### config.mk
export PLATFORM = sky130hd
export DESIGN_NAME = iq2saw
export DESIGN_NICKNAME = d
export VERILOG_FILES = /design/src/rtl/iq2saw.sv
export SDC_FILE = /design/constraint.sdc
export NUM_CORES = 1
export LEC_CHECK = 0
export BUFFER_PORTS_ARGS = -buffer_cell sky130_fd_sc_hd__buf_4
export CORE_MARGIN = 3
export CORE_UTILIZATION = 55
export DETAILED_ROUTE_END_ITERATION = 7
export PLACE_DENSITY = 0.73
export SLEW_MARGIN = 25
export SYNTH_ARGS = -nofsm -noshare
export SYNTH_HDL_FRONTEND = slang
export SYNTH_SLANG_ARGS = --single-unit
### constraint.sdc
create_clock -name i_clk -period 7.1 [get_ports i_clk]
set_input_delay 0.355 -clock i_clk [delete_from_list [all_inputs] [get_ports i_clk]]
set_output_delay 0.355 -clock i_clk [all_outputs]
set_load 0.02 [all_outputs]
### src/rtl/iq2saw.sv
// iq2saw: converts a signed I/Q pair into a 16-bit sawtooth phase word and a
// gain-scaled magnitude using an iterative vectoring CORDIC, one micro-rotation
// per clock, with valid/ready handshakes on input and output.
module iq2saw #(
    parameter int ITERS = 16,
    parameter int ZG    = 4
) (
    input  logic               i_clk,
    input  logic               i_rst,
    input  logic signed [15:0] i_cos,
    input  logic signed [15:0] i_sin,
    input  logic               i_valid,
    output logic               o_ready,
    output logic        [15:0] o_saw,
    output logic        [16:0] o_mag,
    output logic               o_valid,
    input  logic               i_ready
);

    localparam int            ZW     = 16 + ZG;
    localparam int            CW     = 5;
    localparam logic [CW-1:0] LAST   = CW'(ITERS - 1);
    localparam logic [ZW-1:0] Z_HALF = {1'b1, {(ZW-1){1'b0}}};
    localparam logic [ZW-1:0] Z_RND  = ZW'(1) << (ZG - 1);

    typedef enum logic [1:0] {
        IDLE = 2'd0,
        ITER = 2'd1,
        DONE = 2'd2
    } state_t;

    // atan(2^-i) as a turn fraction scaled to 2^32 per turn.
    function automatic logic [31:0] atan_turn32(input logic [CW-1:0] i);
        case (i)
            5'd0:    return 32'h2000_0000;
            5'd1:    return 32'h12E4_051E;
            5'd2:    return 32'h09FB_385B;
            5'd3:    return 32'h0511_11D4;
            5'd4:    return 32'h028B_0D43;
            5'd5:    return 32'h0145_D7E1;
            5'd6:    return 32'h00A2_F61E;
            5'd7:    return 32'h0051_7C55;
            5'd8:    return 32'h0028_BE53;
            5'd9:    return 32'h0014_5F2F;
            5'd10:   return 32'h000A_2F98;
            5'd11:   return 32'h0005_17CC;
            5'd12:   return 32'h0002_8BE6;
            5'd13:   return 32'h0001_45F3;
            5'd14:   return 32'h0000_A2FA;
            5'd15:   return 32'h0000_517D;
            5'd16:   return 32'h0000_28BE;
            5'd17:   return 32'h0000_145F;
            default: return 32'h0000_0000;
        endcase
    endfunction

    // Rescale the 32-bit turn angle to the accumulator width, rounding to nearest.
    function automatic logic [ZW-1:0] atan_z(input logic [CW-1:0] i);
        return ZW'(({1'b0, atan_turn32(i)} + (33'd1 << (15 - ZG))) >> (16 - ZG));
    endfunction

    // Drop the guard bits with round-half-up; the phase wraps modulo one turn.
    function automatic logic [15:0] round_saw(input logic [ZW-1:0] zz);
        return 16'((zz + Z_RND) >> ZG);
    endfunction

    state_t             state, state_nxt;
    logic [CW-1:0]      cnt;
    logic signed [17:0] cos_ext, sin_ext;
    logic signed [17:0] x, y, x_ld, y_ld, x_sh, y_sh, x_rot, y_rot;
    logic [ZW-1:0]      z, z_ld, z_rot;
    logic               zero_in;
    logic               accept;
    logic               last_iter;

    assign accept    = i_valid && o_ready;
    assign last_iter = (state == ITER) && (cnt == LAST);

    // Pre-rotation: fold the left half-plane onto the right by a 180 degree turn.
    always_comb begin
        cos_ext = {{2{i_cos[15]}}, i_cos};
        sin_ext = {{2{i_sin[15]}}, i_sin};
        if (i_cos[15]) begin
            x_ld = -cos_ext;
            y_ld = -sin_ext;
            z_ld = Z_HALF;
        end else begin
            x_ld = cos_ext;
            y_ld = sin_ext;
            z_ld = '0;
        end
    end

    // Micro-rotation cnt: drive y toward zero, accumulating the angle in z.
    always_comb begin
        x_sh = x >>> cnt;
        y_sh = y >>> cnt;
        if (!y[17]) begin
            x_rot = x + y_sh;
            y_rot = y - x_sh;
            z_rot = z + atan_z(cnt);
        end else begin
            x_rot = x - y_sh;
            y_rot = y + x_sh;
            z_rot = z - atan_z(cnt);
        end
    end

    // Datapath registers: load on accept, then rotate once per ITER cycle.
    always_ff @(posedge i_clk) begin
        if (accept) begin
            x       <= x_ld;
            y       <= y_ld;
            z       <= z_ld;
            zero_in <= (i_cos == 16'sd0) && (i_sin == 16'sd0);
        end else if (state == ITER) begin
            x <= x_rot;
            y <= y_rot;
            z <= z_rot;
        end
    end

    // State register.
    always_ff @(posedge i_clk) begin
        if (i_rst) begin
            state <= IDLE;
        end else begin
            state <= state_nxt;
        end
    end

    // Next-state logic.
    always_comb begin
        state_nxt = state;
        case (state)
            IDLE:    if (accept) state_nxt = ITER;
            ITER:    if (last_iter) state_nxt = DONE;
            DONE:    if (i_ready) state_nxt = IDLE;
            default: state_nxt = IDLE;
        endcase
    end

    // Handshake outputs decoded from state; reset blocks acceptance immediately.
    always_comb begin
        o_ready = (state == IDLE) && !i_rst;
        o_valid = (state == DONE);
    end

    // Iteration counter and result latch; a zero vector has no defined angle so it reports 0.
    always_ff @(posedge i_clk) begin
        if (i_rst) begin
            cnt   <= '0;
            o_saw <= '0;
            o_mag <= '0;
        end else begin
            if (accept) begin
                cnt <= '0;
            end else if (state == ITER) begin
                cnt <= cnt + CW'(1);
            end
            if (last_iter) begin
                o_saw <= zero_in ? 16'h0000 : round_saw(z_rot);
                o_mag <= zero_in ? 17'h0_0000 : x_rot[16:0];
            end
        end
    end

endmodule

# Word level (Yosys, flattened, before mapping)
# Memories as Yosys holds them, arrays and structs flattened. A register that Yosys moved wholly into a read port is not among the register bits.
# Index checks and enable logic that the tools add are counted.
# W data, S select, Z words.
[word_totals]
reg_bits = 97
mem_bits_ro = 1920
input_bits = 36
out_inout_bits = 35
word_cells = 65
memories = 2
[classes]
n_addsub = 12
eq_ne = 6
n_shift = 2
muxes = 24
reduce_logical = 11
[mem_list]
columns = ["name", "words", "word_bits", "read_ports", "rd_clocked_by_memory_dff", "wr", "line", "text"]
rows = [
  ["(name not given)", 32, 30, 1, 1, 0, "34", "case (i)"],
  ["(name not given)", 32, 30, 1, 1, 0, "34", ""],
]
[ops]
columns = ["operator", "n"]
rows = [
  ["$mux W18", 8],
  ["$mux W20", 4],
  ["$add A32 B12 Y32 const B", 2],
  ["$mux W32", 2],
  ["$add A18 B18 Y18", 2],
  ["$neg A16 Y18", 2],
  ["$sshr A18 B5 Y18", 2],
  ["$sub A18 B18 Y18", 2],
  ["$logic_not A16 Y1", 2],
  ["$add A20 B20 Y20", 1],
  ["$add A20 B4 Y20 const B", 1],
  ["$mux W5", 4],
  ["$sub A20 B20 Y20", 1],
  ["$mux W17", 1],
  ["$mux W16", 1],
  ["$mux W2", 3],
  ["$pmux W2 S3", 1],
  ["$add A5 B1 Y5 const B", 1],
  ["$eq A5 B4 Y1 const B", 1],
  ["$logic_and A1 B1 Y1", 4],
  ["$ne A2 B2 Y1 const B", 2],
  ["$reduce_and A3 Y1", 1],
  ["$eq A2 B1 Y1 const B", 1],
  ["$eq A2 B2 Y1 const B", 1],
  ["5 further kinds", 5],
]

# Longest topological paths before layout
# Gate-level depths: netlist (run 1).
[depth]
depth_word = 6
ltp_mapped = 26
mapped_depth_nobuf = 23

# Worst setup path after synthesis (run 1)
# Ideal clock, no wire load.
[synth_timing]
path_type = "register to register"
startpoint = "register cnt[2]"
endpoint = "register x[16], data pin"
setup_ps = 266
arrival_time_ps = 4908
required_time_ps = 6834
setup_slack_ps = 1925
path_stages_with_launch = 26
path_buffers = 4
period_less_slack_ps = 5175
cell_sequence = "dfxtp_1 > clkbuf_1 > clkbuf_1 > buf_2 > buf_1 > a21oi_1 > a21oi_1 > nor2_1 > a21oi_1 > ha_1 > o21ai_0 > nor4_2 > and2_1 > nand2_1 > nand3_1 > ha_1 > nand2b_1 > a21oi_1 > o21ai_0 > a21oi_1 > o31ai_1 > a211oi_1 > o21ai_0 > mux2_2 > a211oi_1 > nor2_1"
[synth_via]
elab_chain_len = 5
elab_cells_between_ends = 6
cone_classes = "add/sub (2); shift (1); mux (3)"
[synth_rtl]
columns = ["element", "line", "text"]
rows = [
  ["from (decl)", "68", "logic [CW-1:0] cnt;"],
  ["from (signal assigned)", "159", "cnt <= cnt + CW'(1);"],
  ["$sshr A18 B5 Y18 (*)", "97", "y_sh = y >>> cnt;"],
  ["$add A18 B18 Y18 / $sub A18 B18 Y18 (equally long branches)", "99, 103", ""],
  ["$mux W18 (*)", "98", "if (!y[17]) begin"],
  ["$mux W18 (*)", "116", "end else if (state == ITER) begin"],
  ["$mux W18 (*)", "111", "if (accept) begin"],
  ["to (signal assigned)", "112", "x <= x_ld;"],
  ["to (signal assigned)", "117", "x <= x_rot;"],
  ["to (decl)", "70", "logic signed [17:0] x, y, x_ld, y_ld, x_sh, y_sh, x_rot, y_rot;"],
]
# Mark *: on every way between the ends. The rest lies on a longest branch, timed or not. The select of a mux whose other input is x is not followed.
# A chain may end at the register's enable or synchronous reset.

# Worst setup path after layout (run 1)
[layout_timing]
startpoint = "register cnt[1]"
endpoint = "register x[16], data pin"
# Same word-level chain as after synthesis.

==> metrics.md, run 1 <==
| Metric | Value |
|---|---|
| Library cells used by synthesis | 86 |
| H-tree Lvls | 4 |
| Final hold violation count | 0 |
| Post-synth ARST share | 0% |
| Post-Layout Cell Count | 1745 |
| Die area | 0.0230 mm^2 |
| Number of global-route vias before repair | 9791 |
| First-pass GRT wire length | 52300 um |
| Routed WL | 33000 um |
| Max-slew violation count | 0 |
| DRC | 0 |
| CP required | 7.27 ns |
| Post-DP HPWL | 24300 um |
| Max-cap violations | 0 |
| Final ANT Viol Nets | 0 |
| VDD IR max | 0.000260 V |
| Core ar. | 0.0206 mm^2 |
| Footprint of the multi-input gates | 0.00826 mm^2 |
| Worst Path Max Fanout | 35 |
| CP Cell Sequence | buf_4, mux4_2, nand2_1, nand2_1, a21oi_1, mux2_2, ha_1, o21ai_0, nor4_2, and2_1, nand2_1, nand3_1, ha_1, nand2b_1, a21oi_1, o21ai_0, a21oi_1, o31ai_1, a211oi_1, o21ai_0, mux2_2, a211oi_1, nor2_1 |
| F_max | 0.165 GHz |
| Startpoint Class | register |
| Synth Register Bits | 116 |
| CTS tree | yes |
| IO Pins | 71 |
| Setup Skew | 0.0137 ns |
| RePlAce Congestion | 0.975 |
| PD cells | 576 mW/mm^2 |
| IO Port Bufs | 70 |
| Sequential area share after synthesis | 24.7% |
| Net Sw Frac | 49.5% |
| Gate power share | 69.4% |
| Worst Tran Pin Value | 0.851 ns |
| Post-layout nets | 1569 |
| Status | completed |
| Critical path data arrival time | 6.21 ns |
| CTS Buf Count | 17 |
| Clock power share | 12.0% |
| CP top delay family | compound AO/OA/AOI/OAI gates |
| # clock sinks | 116 |
| Setup TNS | 0 ns |
| Largest family of logic cells by synthesized area | simple AND/OR/NAND/NOR gates |
| Cells after Synth | 1437 |
| Hold Slack | 0.189 ns |
| Final setup violation count | 0 |
| Vias | 11000 |
| Chip height | 152 um |
| Starting Density | 56.9% |
| Clock Latency Late Sink | 0.43 ns |
| Number of synthesized flops with an enable pin | 57 |
| Critical path's slowest cell | dfxtp_2 |
| Root Driver | clkbuf_16 |
| RSZ-0062 raised after global routing | false |
| Area Growth Syn to Fin | 10.5% |
| Rows | 52 |
| Synth Warn # | 0 |
| Synthesized area | 0.0117 mm^2 |
| Share of cells above drive strength 1 | 12.6% |
| Setup Buffers After CTS | 0 |
| Total power draw | 7.43 mW |
| P_sw | 3.68 mW |
| Post-synthesis area per instance | 8.13 um^2 |
| Inst Count DP | 1713 |
| Drt wl/cell | 18.9 um |
| DRT iter0 DRCs | 1166 |
| Top_reg_cell synth | dfxtp_1 |
| Buf/Inv on CP | 1 |
| Initial antenna violation count | 0 |
| Max-slew headroom | 42.9% |
| HP Class | in -> reg |
| Pin count of the biggest net entering global routing | 59 |
| Fin crit share | 85.1% |
| # hold bufs at CTS | 0 |
| Mux contribution to synthesized area | 10.1% |
| Clk buf depth | 2 |
| Grt ovf | 0 |
| Seq pwr share | 18.6% |
| Fill cell count | 1902 |
| Chip width | 152 um |
| ANT cells | 0 |
| Vias per cell | 6.30 |
| Synth Net Count | 1544 |
| Post-Synth Adder-Cell Area | 7.79% |
| Post-synthesis compound-gate area fraction | 19.6% |
| Sequential cell area | 0.00290 mm^2 |
| P_int | 3.75 mW |
| DR pass1 iterations | 5 |
| Leak | 5.03 nW |
| Clk pin slew, worst setup/hold paths | 0.07 ns |
| Crit path largest cell delay | 0.58 ns |
| Util after Layout | 62.8% |
| Crit path time final | 6.04 ns |
| CP Capture Type | register |
| Total track usage | 28.6% |
| Synth Area in Simple Gates | 21.7% |
| Crit path kind | reg -> reg |
| Post-Synth XOR/XNOR Area | 11.5% |
| Resize count post-CTS | 0 |
[power groups by stage]
stage | sequential [mW] | clock [mW] | combinational (mW)
3_5_place_dp | 1.38 | 0 | 5.00
5_1_grt | 1.39 | 0.927 | 5.72
4_1_cts | 1.36 | 0.903 | 5.07
3_3_place_gp | 1.38 | 0 | 4.92
2_1_floorplan | 1.22 | 0 | 4.01
6_report | 1.38 | 0.892 | 5.16
[routing by layer]
| metal | wire length (um) | up-vias | global-route usage [%] |
|---|---|---|---|
| met3 | 2990 | 58 | 6.22 |
| met2 | 13900 | 475 | 40.6 |
| li1 | - | 5305 | - |
| met1 | 15400 | 5148 | 43.8 |
| met5 | 0 | - | 0 |
| met4 | 669 | 0 | 7.46 |
[cell usage after synthesis (16+ instances only)]
cell        n  area [um^2]
nor2_1    165          619
nand2_1   149          559
a21oi_1   115          576
xnor2_1    95          832
o21ai_0    93          465
ha_1       68          851
dfxtp_1    59         1180
edfxtp_1   57         1710
xor2_1     56          490
clkbuf_1   54          203
nor3_1     39          195
inv_1      38          143
nand3_1    31          155
a22oi_1    24          180
mux4_2     23          518
a31oi_1    22          138
and2_1     22          138
mux2i_1    20          200
nand2b_1   19          119
mux2_2     17          191
and3_1     16          100
[per-stage QoR]
step | worst slack [ns] | cell area [um^2]
6_report | 1.06 | 12900
5_1_grt | 0.558 | 12900
4_1_cts | 1.10 | 12900
3_5_place_dp | 1.20 | 12300
3_3_place_gp | 1.50 | 12300
2_1_floorplan | 1.93 | 11700
[worst reg2reg max path: cells and delay by family, from the launching register on]
kind	cells	cell delay (ns)
AO/OA/AOI/OAI	9	1.94
adder cells (fa/ha/maj)	2	0.49
buffers and inverters	1	0.50
flip-flops	1	0.58
multiplexers	3	1.00
AND/OR/NAND/NOR	8	1.28
[kinds of logic (layout without fill, tap and decap cells)]
| kind of cell | Yosys count | in the layout |
|---|---|---|
| buffers and inverters | 124 | 162 |
| adders and majority gates | 71 | 71 |
| muxes | 71 | 71 |
| AOI/OAI and AO/OA | 374 | 374 |
| xor gates and xnor gates | 152 | 152 |
| and+or+nand+nor | 529 | 529 |
| DFF | 116 | 116 |
[cell usage in the layout, fill, tap and decap left out, types with 7 or more instances in the layout]
cell type / netlist / final
a211oi_1: 12 / 12
a21o_1: 7 / 7
a21oi_1: 115 / 115
a22oi_1: 24 / 24
a31oi_1: 22 / 22
and2_1: 22 / 22
and3_1: 16 / 16
buf_4: 3 / 87
clkbuf_16: 0 / 17
dfxtp_1: 59 / 57
edfxtp_1: 57 / 57
ha_1: 68 / 68
inv_1: 38 / 38
mux2_2: 17 / 17
mux2i_1: 20 / 20
mux4_1: 9 / 9
mux4_2: 23 / 23
nand2_1: 149 / 148
nand2b_1: 19 / 19
nand3_1: 31 / 31
nand4_1: 9 / 9
nor2_1: 165 / 165
nor2b_1: 14 / 14
nor3_1: 39 / 39
nor4_1: 10 / 10
o211ai_1: 15 / 15
o21a_1: 9 / 9
o21ai_0: 93 / 93
o22ai_1: 14 / 14
o31ai_1: 15 / 15
or2_2: 10 / 10
or3_1: 12 / 12
xnor2_1: 95 / 95
xor2_1: 56 / 56
[path summary, 6_finish.rpt]
kind	startpoint	endpoint	slack [ns]	depth (start not counted)
max	cnt[1]$_SDFFE_PP0P_	x[16]$_DFFE_PP_	1.06	23
min	i_ready	state[1]$_SDFFE_PP0P_	0.19	3
max reg2reg	cnt[1]$_SDFFE_PP0P_	x[16]$_DFFE_PP_	1.06	23
min reg2reg	o_saw[13]$_SDFFE_PP0P_	o_saw[13]$_SDFFE_PP0P_	0.47	2
[area by class of cell]
cell class | count | share of cell area [%]
multi-input cells | 1197 | 64.0
flip-flops and latches | 116 | 22.4
repair buffers | 87 | 5.06
clock buffers | 17 | 3.29
well taps | 270 | 2.62
clock inverters | 15 | 1.40
inverters | 43 | 1.25
No activity file was read; power rests on OpenSTA's default activity.
==> run 2: changes to the inputs <==
--- a/config.mk
+++ b/config.mk
@@ -9,6 +9,7 @@
 export CORE_MARGIN = 3
 export CORE_UTILIZATION = 55
 export DETAILED_ROUTE_END_ITERATION = 7
+export HOLD_SLACK_MARGIN = 0.15
 export PLACE_DENSITY = 0.73
 export SLEW_MARGIN = 25
 export SYNTH_ARGS = -nofsm -noshare
==> constraint.sdc (replaced) <==
create_clock -name i_clk -period 7.35 [get_ports i_clk]
set_input_delay 0.3675 -clock i_clk [delete_from_list [all_inputs] [get_ports i_clk]]
set_output_delay 0.3675 -clock i_clk [all_outputs]
set_load 0.05 [all_outputs]
==> run 2 against run 1 <==
Utilization shrank 0.12 points. Wire length up 0.48%. Sequential power fell by 3%. Worst setup slack improved by 0.24 ns. Maximum frequency fell by 0.18%. Register-to-register slack better by 0.24 ns. Clock power decreased by 2.8%. Worst hold slack gained 0.010 ns. Flip-flop and latch count unchanged.
==> metrics.md, run 2 (synthesis gave the netlist of run 1 again) <==
| Metric | Value |
|---|---|
| Most frequent cells in the layout | nor2_1, nand2_1, a21oi_1 |
| Util after Layout | 62.7% (-0.12 points) |
| # clock sinks | 116 (unchanged) |
| Worst Path Max Fanout | 25 (-29%) |
| Total track usage | 29.2% (+0.62 points) |
| Share of cells above drive strength 1 | 12.6% (-0.051 points) |
| RSZ-0062 raised after global routing | false |
| Critical path startpoint | cnt[0]$_SDFFE_PP0P_ |
| DRT iter0 DRCs | 1155 (-0.94%) |
| RePlAce Congestion | 0.960 (-1.5%) |
| Vias | 11000 (+0.32%) |
| Startpoint Class | register |
| Max-slew headroom | 41.1% (-1.8 points) |
| CP top delay family | compound AO/OA/AOI/OAI gates |
| Critical path's slowest cell | dfxtp_2 |
| WHS Path Cells | 3 (unchanged) |
| Setup Buffers After CTS | 0 (unchanged) |
| Rows | 52 (unchanged) |
| Fin crit share | 82.4% (-2.7 points) |
| Vias per cell | 6.32 (+0.43%) |
| Core ar. | 0.0206 mm^2 (unchanged) |
| Final setup violation count | 0 (unchanged) |
| Clk buf depth | 2 (unchanged) |
| Leak | 5.03 nW (-0.13%) |
| Status | completed |
| Crit path time final | 6.06 ns (+0.0110 ns) |
| Area Growth Syn to Fin | 10.3% |
| R2R cell count | 23 (unchanged) |
| Crit path kind | reg -> reg |
| Inst Count DP | 1711 (-0.12%) |
| IO Port Bufs | 70 (unchanged) |
| Setup TNS | 0 ns (unchanged) |
| Post-layout nets | 1567 (-0.13%) |
| CP Cell Sequence | buf_4, mux4_1, nand2_1, nand2_1, a21oi_1, mux2_2, ha_1, o21ai_0, nor4_2, and2_1, nand2_1, nand3_1, ha_1, nand2b_1, a21oi_1, o21ai_0, a21oi_1, o31ai_1, a211oi_1, o21ai_0, mux2_2, a211oi_1, nor2_1 |
| Clock Latency Late Sink | 0.44 ns (about the same) |
| Final hold violation count | 0 (unchanged) |
| DRC | 0 (unchanged) |
| Post-Layout Cell Count | 1743 (-0.11%) |
| Hold EP | state[1]$_SDFFE_PP0P_ |
| CP required | 7.52 ns (+0.25 ns) |
| Die area | 0.0230 mm^2 (unchanged) |
| Critical path data arrival time | 6.23 ns (+0.02 ns) |
| Min-delay src | i_ready |
| DR pass1 iterations | 6 (+1) |
| F_max | 0.165 GHz (-0.18%) |
| Setup Skew | 0.0182 ns (+0.00446 ns) |
| Final ANT Viol Nets | 0 (unchanged) |
| Root Driver | clkbuf_16 |
| # hold bufs at CTS | 0 (unchanged) |
| Number of global-route vias before repair | 9966 (+1.8%) |
| Buf/Inv on CP | 1 (unchanged) |
| Post-DP HPWL | 24300 um (about the same) |
| R2r endpoint | x[16]$_DFFE_PP_ |
| Drt wl/cell | 19.0 um (+0.60%) |
| Fill cell count | 1847 (-2.9%) |
| Total power draw | 7.20 mW (-3.1%) |
| Initial antenna violation count | 0 (unchanged) |
| Hold Slack | 0.200 ns (+0.0103 ns) |
| Commonest non-fill, non-tap cell in the layout | nor2_1 |
| First-pass GRT wire length | 53100 um (+1.6%) |
| H-tree Lvls | 4 (unchanged) |
| CTS Buf Count | 17 (unchanged) |
| Grt ovf | 0 (unchanged) |
| CTS tree | yes |
| VDD IR max | 0.000257 V (-1.1%) |
| Resize count post-CTS | 0 (unchanged) |
| R2r startpoint | cnt[0]$_SDFFE_PP0P_ |
| Pin count of the biggest net entering global routing | 59 (unchanged) |
| Routed WL | 33200 um (+0.48%) |
| Chip width | 152 um (unchanged) |
| Clk pin slew, worst setup/hold paths | 0.06 ns (about the same) |
| Max-slew violation count | 0 (unchanged) |
| HP Class | in -> reg |
| Reg2Reg Setup Slack | 1.29 ns (+0.24 ns) |
| Max-cap violations | 0 (unchanged) |
| Starting Density | 56.9% (unchanged) |
| ANT cells | 0 (unchanged) |
| Crit path largest cell delay | 0.72 ns (+0.14 ns) |
| Chip height | 152 um (unchanged) |
| PD cells | 559 mW/mm^2 (-2.9%) |
| Worst Tran Pin Value | 0.883 ns (+0.0322 ns) |
| IO Pins | 71 (unchanged) |
| CP Capture Type | register |
run 2: cell count changes in the layout (fill, tap and decap cells not counted), sizes merged:
cell	before	now
clkinv	11	6
inv	46	49
buf	87	85
clkbuf	17	19
run 2: cell type report:
| cell class | instances | area [um^2] | share of cell area (%) |
|---|---|---|---|
| Clock buffer | 19 | 475 | 3.69 |
| Timing Repair Buffer | 85 | 638 | 4.95 |
| Multi-Input combinational cell | 1197 | 8260 | 64.1 |
| Inverter | 43 | 161 | 1.25 |
| Sequential cell | 116 | 2900 | 22.5 |
| Clock inverter | 13 | 119 | 0.922 |
| Tap cell | 270 | 338 | 2.62 |
run 2: power breakdown:
part / internal (mW) / total [mW] / leakage (nW) / switching, mW
Clock: 0.488 / 0.867 / 0.294 / 0.379
Combinational: 2.10 / 4.99 / 3.70 / 2.89
Sequential: 1.06 / 1.34 / 1.03 / 0.277
Total: 3.65 / 7.20 / 5.03 / 3.55
run 2: worst reg2reg max path, cell delays in order, from the launching register on:
cell	delay, ns
dfxtp_2	0.72
buf_4	0.37
mux4_1	0.59
nand2_1	0.08
nand2_1	0.08
a21oi_1	0.19
mux2_2	0.20
ha_1	0.20
o21ai_0	0.21
nor4_2	0.43
and2_1	0.26
nand2_1	0.10
nand3_1	0.13
ha_1	0.28
nand2b_1	0.11
a21oi_1	0.08
o21ai_0	0.25
a21oi_1	0.14
o31ai_1	0.35
a211oi_1	0.15
o21ai_0	0.20
mux2_2	0.35
a211oi_1	0.28
nor2_1	0.07
run 2: how the worst max path moves through the flow:
stage,to,slack (ns),cells past startpoint
6_report,x[16]$_DFFE_PP_,1.29,23
4_1_cts,x[16]$_DFFE_PP_,1.33,23
5_1_grt,x[16]$_DFFE_PP_,0.75,23
3_5_place_dp,x[16]$_DFFE_PP_,1.41,23
2_1_floorplan,x[16]$_DFFE_PP_,2.18,25
3_3_place_gp,x[16]$_DFFE_PP_,1.58,23
run 2: metrics by stage:
stage | worst slack, ns | cell area, um^2
CTS | 1.33 | 12900
floorplan | 2.18 | 11700
global placement | 1.58 | 12300
finish | 1.29 | 12900
detailed placement | 1.41 | 12300
global route | 0.747 | 12900
run 2: metal layers:
layer	up-vias	share of wire, %	track usage, %	routed length, um
met2	500	42	41.2	14000
li1	5289	-	-	-
met4	2	2.0	8.00	669
met5	-	0.14	1.59	45
met3	69	9.4	7.29	3130
met1	5161	46	44.2	15400
==> run 3: changes to the inputs <==
--- a/config.mk
+++ b/config.mk
@@ -10,7 +10,7 @@
 export CORE_UTILIZATION = 55
 export DETAILED_ROUTE_END_ITERATION = 7
 export HOLD_SLACK_MARGIN = 0.15
-export PLACE_DENSITY = 0.73
+export PLACE_DENSITY = 0.76
 export SLEW_MARGIN = 25
 export SYNTH_ARGS = -nofsm -noshare
 export SYNTH_HDL_FRONTEND = slang
==> constraint.sdc (replaced) <==
create_clock -name i_clk -period 5 [get_ports i_clk]
set_input_delay 0.25 -clock i_clk [delete_from_list [all_inputs] [get_ports i_clk]]
set_output_delay 0.25 -clock i_clk [all_outputs]
set_load 0.05 [all_outputs]
==> run 3 against run 2 <==
Maximum frequency is 22% higher. Count of clock-buffer cells in the layout is 2 lower. Flip-flop and latch count stayed put. Combinational power is 78% higher. Die area stayed put. Total power is 67% higher. Utilization is 6.1 points higher. Sequential power is 37% higher. Cell count is 7.5% higher. Worst setup slack worse by 1.3 ns. Non-clock buffer count is 131 higher. Largest power group unchanged. Highest routed layer is now met4.
==> metrics.md, run 3 (synthesis gave the netlist of run 1 again) <==
| Metric | Value |
|---|---|
| Setup Skew | 0.0135 ns (-0.00468 ns) |
| DR pass1 iterations | 6 (unchanged) |
| Chip height | 152 um (unchanged) |
| Total power draw | 12.0 mW (+67%) |
| Gate power share | 74.2% (+4.9 points) |
| ANT cells | 0 (unchanged) |
| Leak | 5.71 nW (+13%) |
| Grt ovf | 0 (unchanged) |
| Drt wl/cell | 19.4 um (+2.0%) |
| CTS tree | yes |
| Die area | 0.0230 mm^2 (unchanged) |
| Vias | 11800 (+7.2%) |
| Rows | 52 (unchanged) |
| VDD IR max | 0.000394 V (+53%) |
| Post-DP HPWL | 26600 um (+9.5%) |
| H-tree Lvls | 4 (unchanged) |
| Area Growth Syn to Fin | 21.0% |
| Final setup violation count | 0 (unchanged) |
| Routed WL | 36400 um (+9.7%) |
| Worst Tran Pin Value | 0.779 ns (-0.104 ns) |
| DRT iter0 DRCs | 1329 (+15%) |
| Root Driver | clkbuf_16 |
| First-pass GRT wire length | 56100 um (+5.6%) |
| Crit path time final | 4.97 ns (-1.09 ns) |
| Starting Density | 56.9% (unchanged) |
| Max-cap violations | 0 (unchanged) |
| Setup ws final | 0.0348 ns (-1.26 ns) |
| Final ANT Viol Nets | 0 (unchanged) |
| Pin count of the biggest net entering global routing | 66 (+12%) |
| Fin crit share | 99.3% (+17 points) |
| Number of global-route vias before repair | 10700 (+7.7%) |
| Seq pwr share | 15.2% (-3.4 points) |
| Total track usage | 30.8% (+1.6 points) |
| Max-slew headroom | 47.7% (+6.6 points) |
| Clock power share | 10.6% (-1.4 points) |
| Vias per cell | 6.31 (-0.25%) |
| Final hold violation count | 0 (unchanged) |
| Fill cell count | 1692 (-8.4%) |
| CP Capture Type | register |
| PD cells | 849 mW/mm^2 (+52%) |
| P_sw | 5.80 mW (+63%) |
| Status | completed |
| # clock sinks | 116 (unchanged) |
| Core ar. | 0.0206 mm^2 (unchanged) |
| RePlAce Congestion | 0.941 (-1.9%) |
| Chip width | 152 um (unchanged) |
| IO Pins | 71 (unchanged) |
| RSZ-0062 raised after global routing | true |
| Pre-CTS WS | -0.125 ns (-1.54 ns) |
| DRC | 0 (unchanged) |
| Net Sw Frac | 48.3% (-0.97 points) |
| Crit path kind | reg -> reg |
| M1 WL | 16100 um (+4.9%) |
| P_int | 6.21 mW (+70%) |
| Post-layout nets | 1698 (+8.4%) |
| Initial antenna violation count | 0 (unchanged) |
| CTS Buf Count | 17 (unchanged) |
| F_max | 0.201 GHz (+22%) |
| Clk pin slew, worst setup/hold paths | 0.07 ns (about the same) |
| Max-slew violation count | 0 (unchanged) |
| Metal2 WL | 15800 um (+13%) |
| CP required | 5.16 ns (-2.36 ns) |
| DR WL met3 | 3320 um (+6.2%) |
| Commonest non-fill, non-tap cell in the layout | buf_4 |
| Startpoint Class | register |
| Most frequent cells in the layout | buf_4, nor2_1, nand2_1 |
| Worst Path Max Fanout | 7 (-72%) |
| Util after Layout | 68.8% (+6.1 points) |
| HP Class | in -> reg |
| Top layer used by detailed routing | met4 |
| IO Port Bufs | 70 (unchanged) |
| Critical path data arrival time | 5.12 ns (-1.11 ns) |
| Share of cells above drive strength 1 | 21.9% (+9.3 points) |
| Clock Latency Late Sink | 0.43 ns (about the same) |
| Clk buf depth | 2 (unchanged) |
==> run 3: changes by cell type in the layout (fill, tap and decap cells not counted), sizes merged <==
| cell | before | now |
|---|---|---|
| clkbuf | 19 | 18 |
| buf | 85 | 212 |
| inv | 49 | 46 |
| clkinv | 6 | 11 |
| dlygate4sd3 | 0 | 3 |
==> run 3: repair_timing <==
action                                  CTS  global route
gates cloned                              0             1
hold endpoints to repair                  3             0
endpoints found under the setup margin    6            19
hold buffers                              3             0
pin swaps                                 0            27
buffers inserted                          0            18
resized for setup                         8            54
==> run 3: layer usage <==
layer	vias to the layer above	global-route usage [%]
met5	-	0
met4	0	11.0
met3	79	4.76
met2	609	45.9
met1	5594	45.4
li1	5538	-
==> run 3: area by class of cell <==
class | instances | area [um^2] | area share [%]
multi-input combinational | 1197 | 8460 | 59.8
sequential | 116 | 2900 | 20.5
timing repair buffer | 216 | 1680 | 11.8
clock buffer | 17 | 425 | 3.01
tap | 270 | 338 | 2.39
clock inverter | 15 | 183 | 1.29
inverter | 43 | 161 | 1.14
==> run 3: critical path: stages, from the launching register on <==
cell and delay, ns:
dfxtp_4 0.41, buf_12 0.15, mux2_2 0.35, mux4_2 0.50, mux4_2 0.55, a31oi_4 0.19
nand4_2 0.11, or2_1 0.26, nor3_2 0.18, nor2_1 0.07, xnor2_1 0.15, ha_1 0.35
nor2b_1 0.15, a41oi_1 0.19, a31oi_1 0.15, o21ai_1 0.20, nand2_1 0.12, a221oi_2 0.32
xnor2_1 0.18, o21ai_1 0.09
==> run 3: power by group through the flow <==
stage | Combinational [mW] | Clock (mW) | Sequential [mW]
4_1_cts | 8.24 | 1.27 | 1.82
5_1_grt | 9.71 | 1.30 | 1.85
6_report | 8.90 | 1.27 | 1.83
2_1_floorplan | 5.70 | 0 | 1.74
3_3_place_gp | 7.97 | 0 | 1.82
3_5_place_dp | 8.09 | 0 | 1.84
==> run 3: final timing paths <==
check | start | slack, ns | cells past startpoint | to
worst max-delay path | cnt[1]$_SDFFE_PP0P_ | 0.03 | 19 | y[17]$_DFFE_PP_
worst min-delay path | i_cos[0] | 0.19 | 3 | x[0]$_DFFE_PP_
worst max register to register | cnt[1]$_SDFFE_PP0P_ | 0.03 | 19 | y[17]$_DFFE_PP_
worst min register to register | o_saw[12]$_SDFFE_PP0P_ | 0.48 | 2 | o_saw[12]$_SDFFE_PP0P_
==> run 3: stage by stage <==
step / TNS [ns] / cell area (um^2) / hold WS, ns / cells
floorplan: 0 / 11700 / 0.423 / 1437
global placement: -0.0378 / 13100 / 0.443 / 1820
detailed placement: -0.342 / 13100 / 0.456 / 1820
CTS: 0 / 13800 / 0.183 / 1855
global route: -0.641 / 14100 / 0.211 / 1874
finish: 0 / 14100 / 0.194 / 1874
